==> config.mk <==
export PLATFORM = sky130hd
export DESIGN_NAME = cache_fill_ctrl_flat
export DESIGN_NICKNAME = d
export VERILOG_FILES = /design/src/rtl/cache_fill_if.sv /design/src/rtl/cache_fill_ctrl.sv /design/src/flat_wrapper.sv
export SDC_FILE = /design/constraint.sdc
export NUM_CORES = 1
export LEC_CHECK = 0
export ABC_AREA = 1
export BUFFER_PORTS_ARGS = -buffer_cell sky130_fd_sc_hd__buf_2
export CAP_MARGIN = 15
export CORE_MARGIN = 2
export CORE_UTILIZATION = 25
export DETAILED_ROUTE_END_ITERATION = 6
export PLACE_DENSITY = 0.49
export SYNTH_ARGS = -nofsm -noshare
export SYNTH_HDL_FRONTEND = slang
export SYNTH_SLANG_ARGS = --single-unit
==> constraint.sdc <==
create_clock -name clk_i -period 1.4 [get_ports clk_i]
set_input_delay 0.07 -clock clk_i [delete_from_list [all_inputs] [get_ports clk_i]]
set_output_delay 0.07 -clock clk_i [all_outputs]
set_load 0.02 [all_outputs]
==> src/rtl/cache_fill_if.sv <==
// Signal bundle between the fill controller, the two cache fill ports and main memory.
// master = the controller side, slave = the caches/memory/pipeline side.
interface cache_fill_if #(
  parameter int unsigned AddrW = 16
);
  logic             i_miss;
  logic [AddrW-1:0] i_miss_addr;
  logic             d_miss;
  logic [AddrW-1:0] d_miss_addr;
  logic             mem_enable;
  logic [AddrW-1:0] mem_addr;
  logic             mem_data_valid;
  logic [AddrW-1:0] mem_data_out;
  logic [AddrW-1:0] fill_addr;
  logic [AddrW-1:0] fill_data;
  logic             i_load_data;
  logic             i_load_tag;
  logic             d_load_data;
  logic             d_load_tag;
  logic             i_stall;
  logic             d_stall;

  modport master (
    input  i_miss, i_miss_addr, d_miss, d_miss_addr, mem_data_valid, mem_data_out,
    output mem_enable, mem_addr, fill_addr, fill_data,
    output i_load_data, i_load_tag, d_load_data, d_load_tag, i_stall, d_stall
  );

  modport slave (
    output i_miss, i_miss_addr, d_miss, d_miss_addr, mem_data_valid, mem_data_out,
    input  mem_enable, mem_addr, fill_addr, fill_data,
    input  i_load_data, i_load_tag, d_load_data, d_load_tag, i_stall, d_stall
  );
endinterface

==> src/rtl/cache_fill_ctrl.sv <==
// Miss handler arbitrating I/D cache block fills from pipelined memory; D side has priority.
// Issues one read per cycle for the block and streams returns into the selected cache.
module cache_fill_ctrl #(
  parameter int unsigned BlockWords = 8,
  parameter int unsigned AddrW      = 16
) (
  input logic          clk_i,
  input logic          rst_ni,
  cache_fill_if.master bus
);

  localparam int unsigned OffW     = $clog2(BlockWords);
  localparam int unsigned ByteOffW = OffW + 1;
  localparam logic [OffW-1:0] LastIdx = OffW'(BlockWords - 1);

  typedef enum logic [1:0] {StIdle, StFill, StDone} state_e;

  state_e           state_q, state_d;
  logic             sel_d_q, sel_d_d;  // 1: D-cache is being filled, 0: I-cache
  logic [OffW-1:0]  issue_cnt_q, issue_cnt_d;
  logic             issue_done_q, issue_done_d;
  logic [OffW-1:0]  recv_cnt_q, recv_cnt_d;
  logic [AddrW-1:0] base_q, base_d;

  always_ff @(posedge clk_i or negedge rst_ni) begin
    if (!rst_ni) begin
      state_q      <= StIdle;
      sel_d_q      <= 1'b0;
      issue_cnt_q  <= '0;
      issue_done_q <= 1'b0;
      recv_cnt_q   <= '0;
      base_q       <= '0;
    end else begin
      state_q      <= state_d;
      sel_d_q      <= sel_d_d;
      issue_cnt_q  <= issue_cnt_d;
      issue_done_q <= issue_done_d;
      recv_cnt_q   <= recv_cnt_d;
      base_q       <= base_d;
    end
  end

  always_comb begin
    state_d      = state_q;
    sel_d_d      = sel_d_q;
    issue_cnt_d  = issue_cnt_q;
    issue_done_d = issue_done_q;
    recv_cnt_d   = recv_cnt_q;
    base_d       = base_q;
    unique case (state_q)
      StIdle: begin
        issue_cnt_d  = '0;
        issue_done_d = 1'b0;
        recv_cnt_d   = '0;
        if (bus.d_miss) begin
          sel_d_d                 = 1'b1;
          base_d                  = bus.d_miss_addr;
          base_d[ByteOffW-1:0]    = '0;
          state_d                 = StFill;
        end else if (bus.i_miss) begin
          sel_d_d                 = 1'b0;
          base_d                  = bus.i_miss_addr;
          base_d[ByteOffW-1:0]    = '0;
          state_d                 = StFill;
        end
      end
      StFill: begin
        // The counter wraps, so a separate flag keeps the issue side quiet after the last word.
        if (!issue_done_q) begin
          issue_cnt_d = issue_cnt_q + 1'b1;
          if (issue_cnt_q == LastIdx) begin
            issue_done_d = 1'b1;
          end
        end
        if (bus.mem_data_valid) begin
          recv_cnt_d = recv_cnt_q + 1'b1;
          if (recv_cnt_q == LastIdx) begin
            state_d = StDone;
          end
        end
      end
      StDone: begin
        state_d = StIdle;
      end
      default: begin
        state_d = StIdle;
      end
    endcase
  end

  logic load_en;
  logic tag_en;

  always_comb begin
    bus.mem_enable  = 1'b0;
    bus.mem_addr    = '0;
    bus.fill_addr   = '0;
    bus.fill_data   = '0;
    load_en         = 1'b0;
    tag_en          = 1'b0;
    if (state_q == StFill) begin
      if (!issue_done_q) begin
        bus.mem_enable = 1'b1;
        bus.mem_addr   = base_q + AddrW'({issue_cnt_q, 1'b0});
      end
      if (bus.mem_data_valid) begin
        load_en       = 1'b1;
        tag_en        = (recv_cnt_q == LastIdx);
        bus.fill_addr = base_q + AddrW'({recv_cnt_q, 1'b0});
        bus.fill_data = bus.mem_data_out;
      end
    end
    bus.d_load_data = load_en & sel_d_q;
    bus.d_load_tag  = tag_en & sel_d_q;
    bus.i_load_data = load_en & ~sel_d_q;
    bus.i_load_tag  = tag_en & ~sel_d_q;
    // Gated by reset so every output reads 0 while reset is held, even with a miss pending.
    bus.i_stall = rst_ni & (bus.i_miss | ((state_q == StFill) & ~sel_d_q));
    bus.d_stall = rst_ni & (bus.d_miss | ((state_q == StFill) & sel_d_q));
  end

endmodule

==> src/flat_wrapper.sv <==
// flat-port wrapper written by rule: the top's interface ports become plain ports
module cache_fill_ctrl_flat 
#(
  parameter int unsigned BlockWords = 8,
  parameter int unsigned AddrW      = 16
)
  (clk_i, rst_ni, bus_i_miss, bus_i_miss_addr, bus_d_miss, bus_d_miss_addr, bus_mem_data_valid, bus_mem_data_out, bus_mem_enable, bus_mem_addr, bus_fill_addr, bus_fill_data, bus_i_load_data, bus_i_load_tag, bus_d_load_data, bus_d_load_tag, bus_i_stall, bus_d_stall);
  cache_fill_if #(.AddrW(AddrW)) bus_i ();
  input logic clk_i;
  input logic rst_ni;
  input wire logic [$bits(bus_i.i_miss)-1:0] bus_i_miss;
  input wire logic [$bits(bus_i.i_miss_addr)-1:0] bus_i_miss_addr;
  input wire logic [$bits(bus_i.d_miss)-1:0] bus_d_miss;
  input wire logic [$bits(bus_i.d_miss_addr)-1:0] bus_d_miss_addr;
  input wire logic [$bits(bus_i.mem_data_valid)-1:0] bus_mem_data_valid;
  input wire logic [$bits(bus_i.mem_data_out)-1:0] bus_mem_data_out;
  output wire logic [$bits(bus_i.mem_enable)-1:0] bus_mem_enable;
  output wire logic [$bits(bus_i.mem_addr)-1:0] bus_mem_addr;
  output wire logic [$bits(bus_i.fill_addr)-1:0] bus_fill_addr;
  output wire logic [$bits(bus_i.fill_data)-1:0] bus_fill_data;
  output wire logic [$bits(bus_i.i_load_data)-1:0] bus_i_load_data;
  output wire logic [$bits(bus_i.i_load_tag)-1:0] bus_i_load_tag;
  output wire logic [$bits(bus_i.d_load_data)-1:0] bus_d_load_data;
  output wire logic [$bits(bus_i.d_load_tag)-1:0] bus_d_load_tag;
  output wire logic [$bits(bus_i.i_stall)-1:0] bus_i_stall;
  output wire logic [$bits(bus_i.d_stall)-1:0] bus_d_stall;
  assign bus_i.i_miss = bus_i_miss;
  assign bus_i.i_miss_addr = bus_i_miss_addr;
  assign bus_i.d_miss = bus_d_miss;
  assign bus_i.d_miss_addr = bus_d_miss_addr;
  assign bus_i.mem_data_valid = bus_mem_data_valid;
  assign bus_i.mem_data_out = bus_mem_data_out;
  assign bus_mem_enable = bus_i.mem_enable;
  assign bus_mem_addr = bus_i.mem_addr;
  assign bus_fill_addr = bus_i.fill_addr;
  assign bus_fill_data = bus_i.fill_data;
  assign bus_i_load_data = bus_i.i_load_data;
  assign bus_i_load_tag = bus_i.i_load_tag;
  assign bus_d_load_data = bus_i.d_load_data;
  assign bus_d_load_tag = bus_i.d_load_tag;
  assign bus_i_stall = bus_i.i_stall;
  assign bus_d_stall = bus_i.d_stall;
  cache_fill_ctrl #(.BlockWords(BlockWords), .AddrW(AddrW)) u_core (.clk_i(clk_i), .rst_ni(rst_ni), .bus(bus_i));
endmodule
==> flow_summary.ini <==
[sta]
fmax_mhz = 717
rsz0062_at_grt = yes
finalWorstPathRequiredPeriod_ps = 1400
hold_viol = 0
fin_crit_sh_pct = 99.7
setup_violations = 0
hold_ws_ps = 97.0
setup-tns-final_ps = 0
maxSlewViolCount = 0
fin_skew_ps = 2.79

[setup_path]
cp-start-kind = flop
rr_startpoint = u_core.state_q[1]
r2r_cells = 8
worstPathRequired_ps = 1330
worstSetupStartpoint = u_core.state_q[1]
r2r_slack_ps = 150
end_kind = output pin
path_class = flop to output pin
r2r_end = u_core.base_q[12]
worstPathArrival_ps = 1330
crit_fanout = 13

[routing]
wirelength_um = 4640
wl_per_cell_um = 10.8
route.detailed.drc = 0
drtAntennaViolNets = 0
drt_iter0_drc = 92
viasPerCell = 4.17
via_count = 1790
dr.pass1.iters = 4

[floorplan]
ios = 108
die_y_um = 82.7
die_area_sq_mm = 0.00683
core_area_sq_mm = 0.00596
die-width_um = 82.7
rows = 28
initial_core_util_pct = 26.0

[logic_synthesis]
ys.flop_type = dfrtp_1
synthCells = 246
synthTopCellsByArea = dfrtp_1 (36%), nand2_1 (27%), nor2_1 (10%)
synth_top_area_share_pct = 35.6
yosysSeqAreaShare_pct = 35.6
synth-edff-count = 0
ys_seq_elements = 22
avgSynthCellArea_sq_um = 6.29
synth.distinct_cells = 21
synthArstFlopShare_pct = 100
syn_area_sq_mm = 0.00155
synth_top_area_cell = dfrtp_1
yosys_warnings = 0

[cells_and_area]
design_area_sq_mm = 0.00245
layout-drive-gt1-share_pct = 43.2
layout_common_cells = nand2_1 (111), buf_4 (59), buf_2 (52)
nFillCells = 652
nNetsFinal = 413
post-route-util_pct = 41.2
diodes = 0
final_common_cell = nand2_1
area_delta_synth_final_pct = 58.6

[grt]
grt_util_met2_pct = 25.6
grt_first_pass_wirelength_um = 7070
grt_max_degree = 23
grt_pass1_vias = 1571
use_met3_pct = 2.17
grt_overflow_total = 0
busiest_layer = met2
grt_usage_pct = 13.4
antenna_found_initial = 0
grtUsageMet1_pct = 15.4

[worst_hold_path]
worstHoldEndpoint = u_core.base_q[5]
holdPathStages = 5
hold_start = bus_i_miss_addr[5]
hold_path.class = input port to flop

[pwr]
p_leak_nw = 1.46
peakVddDrop_mv = 0.658
cellPowerDensity_mw_per_mm2 = 2000
total_power_mw = 4.91

[clock_network]
clockRootBuffer = clkbuf_8
cts_buffers = 3
cts_buffer_depth = 2
htreeDepth = 1
insertion_delay_ps = 260
cts_tree = built
cts_sinks = 22
clk_pin_slew_ps = 80

[place]
place_hpwl_um = 3350
port_buffers = 97
dpl_cell_area_sq_mm = 0.00211
place.gp.congestion = 0.774

[job]
drv_cap = 0

[run_status]
status = completed
flip-flops by register name (all words and copies together) (netlist names):
register and count:
u_core.issue_done_q 1, u_core.issue_cnt_q 3, u_core.sel_d_q 1, u_core.base_q 12, u_core.state_q 2, u_core.recv_cnt_q 3
cell families (layout without fill, tap and decap cells):
kind of cell,after synthesis,after routing,share of synthesized area [%]
AND/OR/NAND/NOR,179,179,47.9
other,1,2,0.242
adder cells (fa/ha/maj),4,4,3.24
flip-flops,22,22,35.6
AO/OA/AOI/OAI,4,4,1.46
buffers and inverters,36,143,11.6
layer usage:
layer,part of all wire (%),wire (um)
met5,0,0
met4,0.73,34
met3,6.6,307
met2,50,2330
met1,42,1970
per-stage QoR:
step | cells | setup slack (ps)
after floorplan | 247 | 148
after global placement | 416 | 119
after detailed placement | 416 | 143
after CTS | 427 | -3.39
after global routing | 429 | -76.8
final | 429 | 4.53
worst max path at each step:
stage	endpoint	depth (start not counted)
finish	bus_mem_addr[13]	6
floorplan	bus_mem_addr[10]	6
global placement	u_core.base_q[8]	5
global route	bus_mem_addr[11]	6
detailed placement	u_core.base_q[7]	5
CTS	bus_mem_addr[15]	6
synthesized netlist by cell type, types with 2 or more instances:
| cell | number |
|---|---|
| a21oi_1 | 3 |
| nand2_1 | 112 |
| buf_2 | 6 |
| nor2_1 | 42 |
| inv_1 | 21 |
| buf_6 | 3 |
| nand3_1 | 6 |
| nand2_2 | 2 |
| ha_1 | 4 |
| nand4_1 | 2 |
| buf_4 | 3 |
| nor2_2 | 12 |
| dfrtp_1 | 22 |
worst max-delay path, stage by stage, from the launching register on:
cell and delay (ps):
dfrtp_1 420, inv_4 110, nand2_4 60, nor2_4 130, inv_6 100, nor2_2 100
buf_4 140
what timing repair did:
item / CTS / global route
hold endpoints to repair: 22 / 0
pin swaps: 2 / 2
hold buffers: 1 / 0
setup endpoints to repair: 52 / 53
gates resized for setup: 26 / 45
setup buffers: 7 / 2
layout make-up:
type | instances | area [sq um] | area share (%)
Clock buffer | 3 | 41.3 | 1.68
Inverter | 23 | 93.8 | 3.83
Multi-Input combinational cell | 189 | 893 | 36.4
Sequential cell | 22 | 552 | 22.5
Tap cell | 75 | 93.8 | 3.83
Timing Repair Buffer | 117 | 778 | 31.7
power by group:
| part | internal (mW) | switching (mW) |
|---|---|---|
| registers | 0.928 | 0.212 |
| clock network | 0.192 | 0.196 |
| logic | 1.35 | 2.04 |
| total | 2.47 | 2.44 |
No activity file was read; power rests on OpenSTA's default activity.
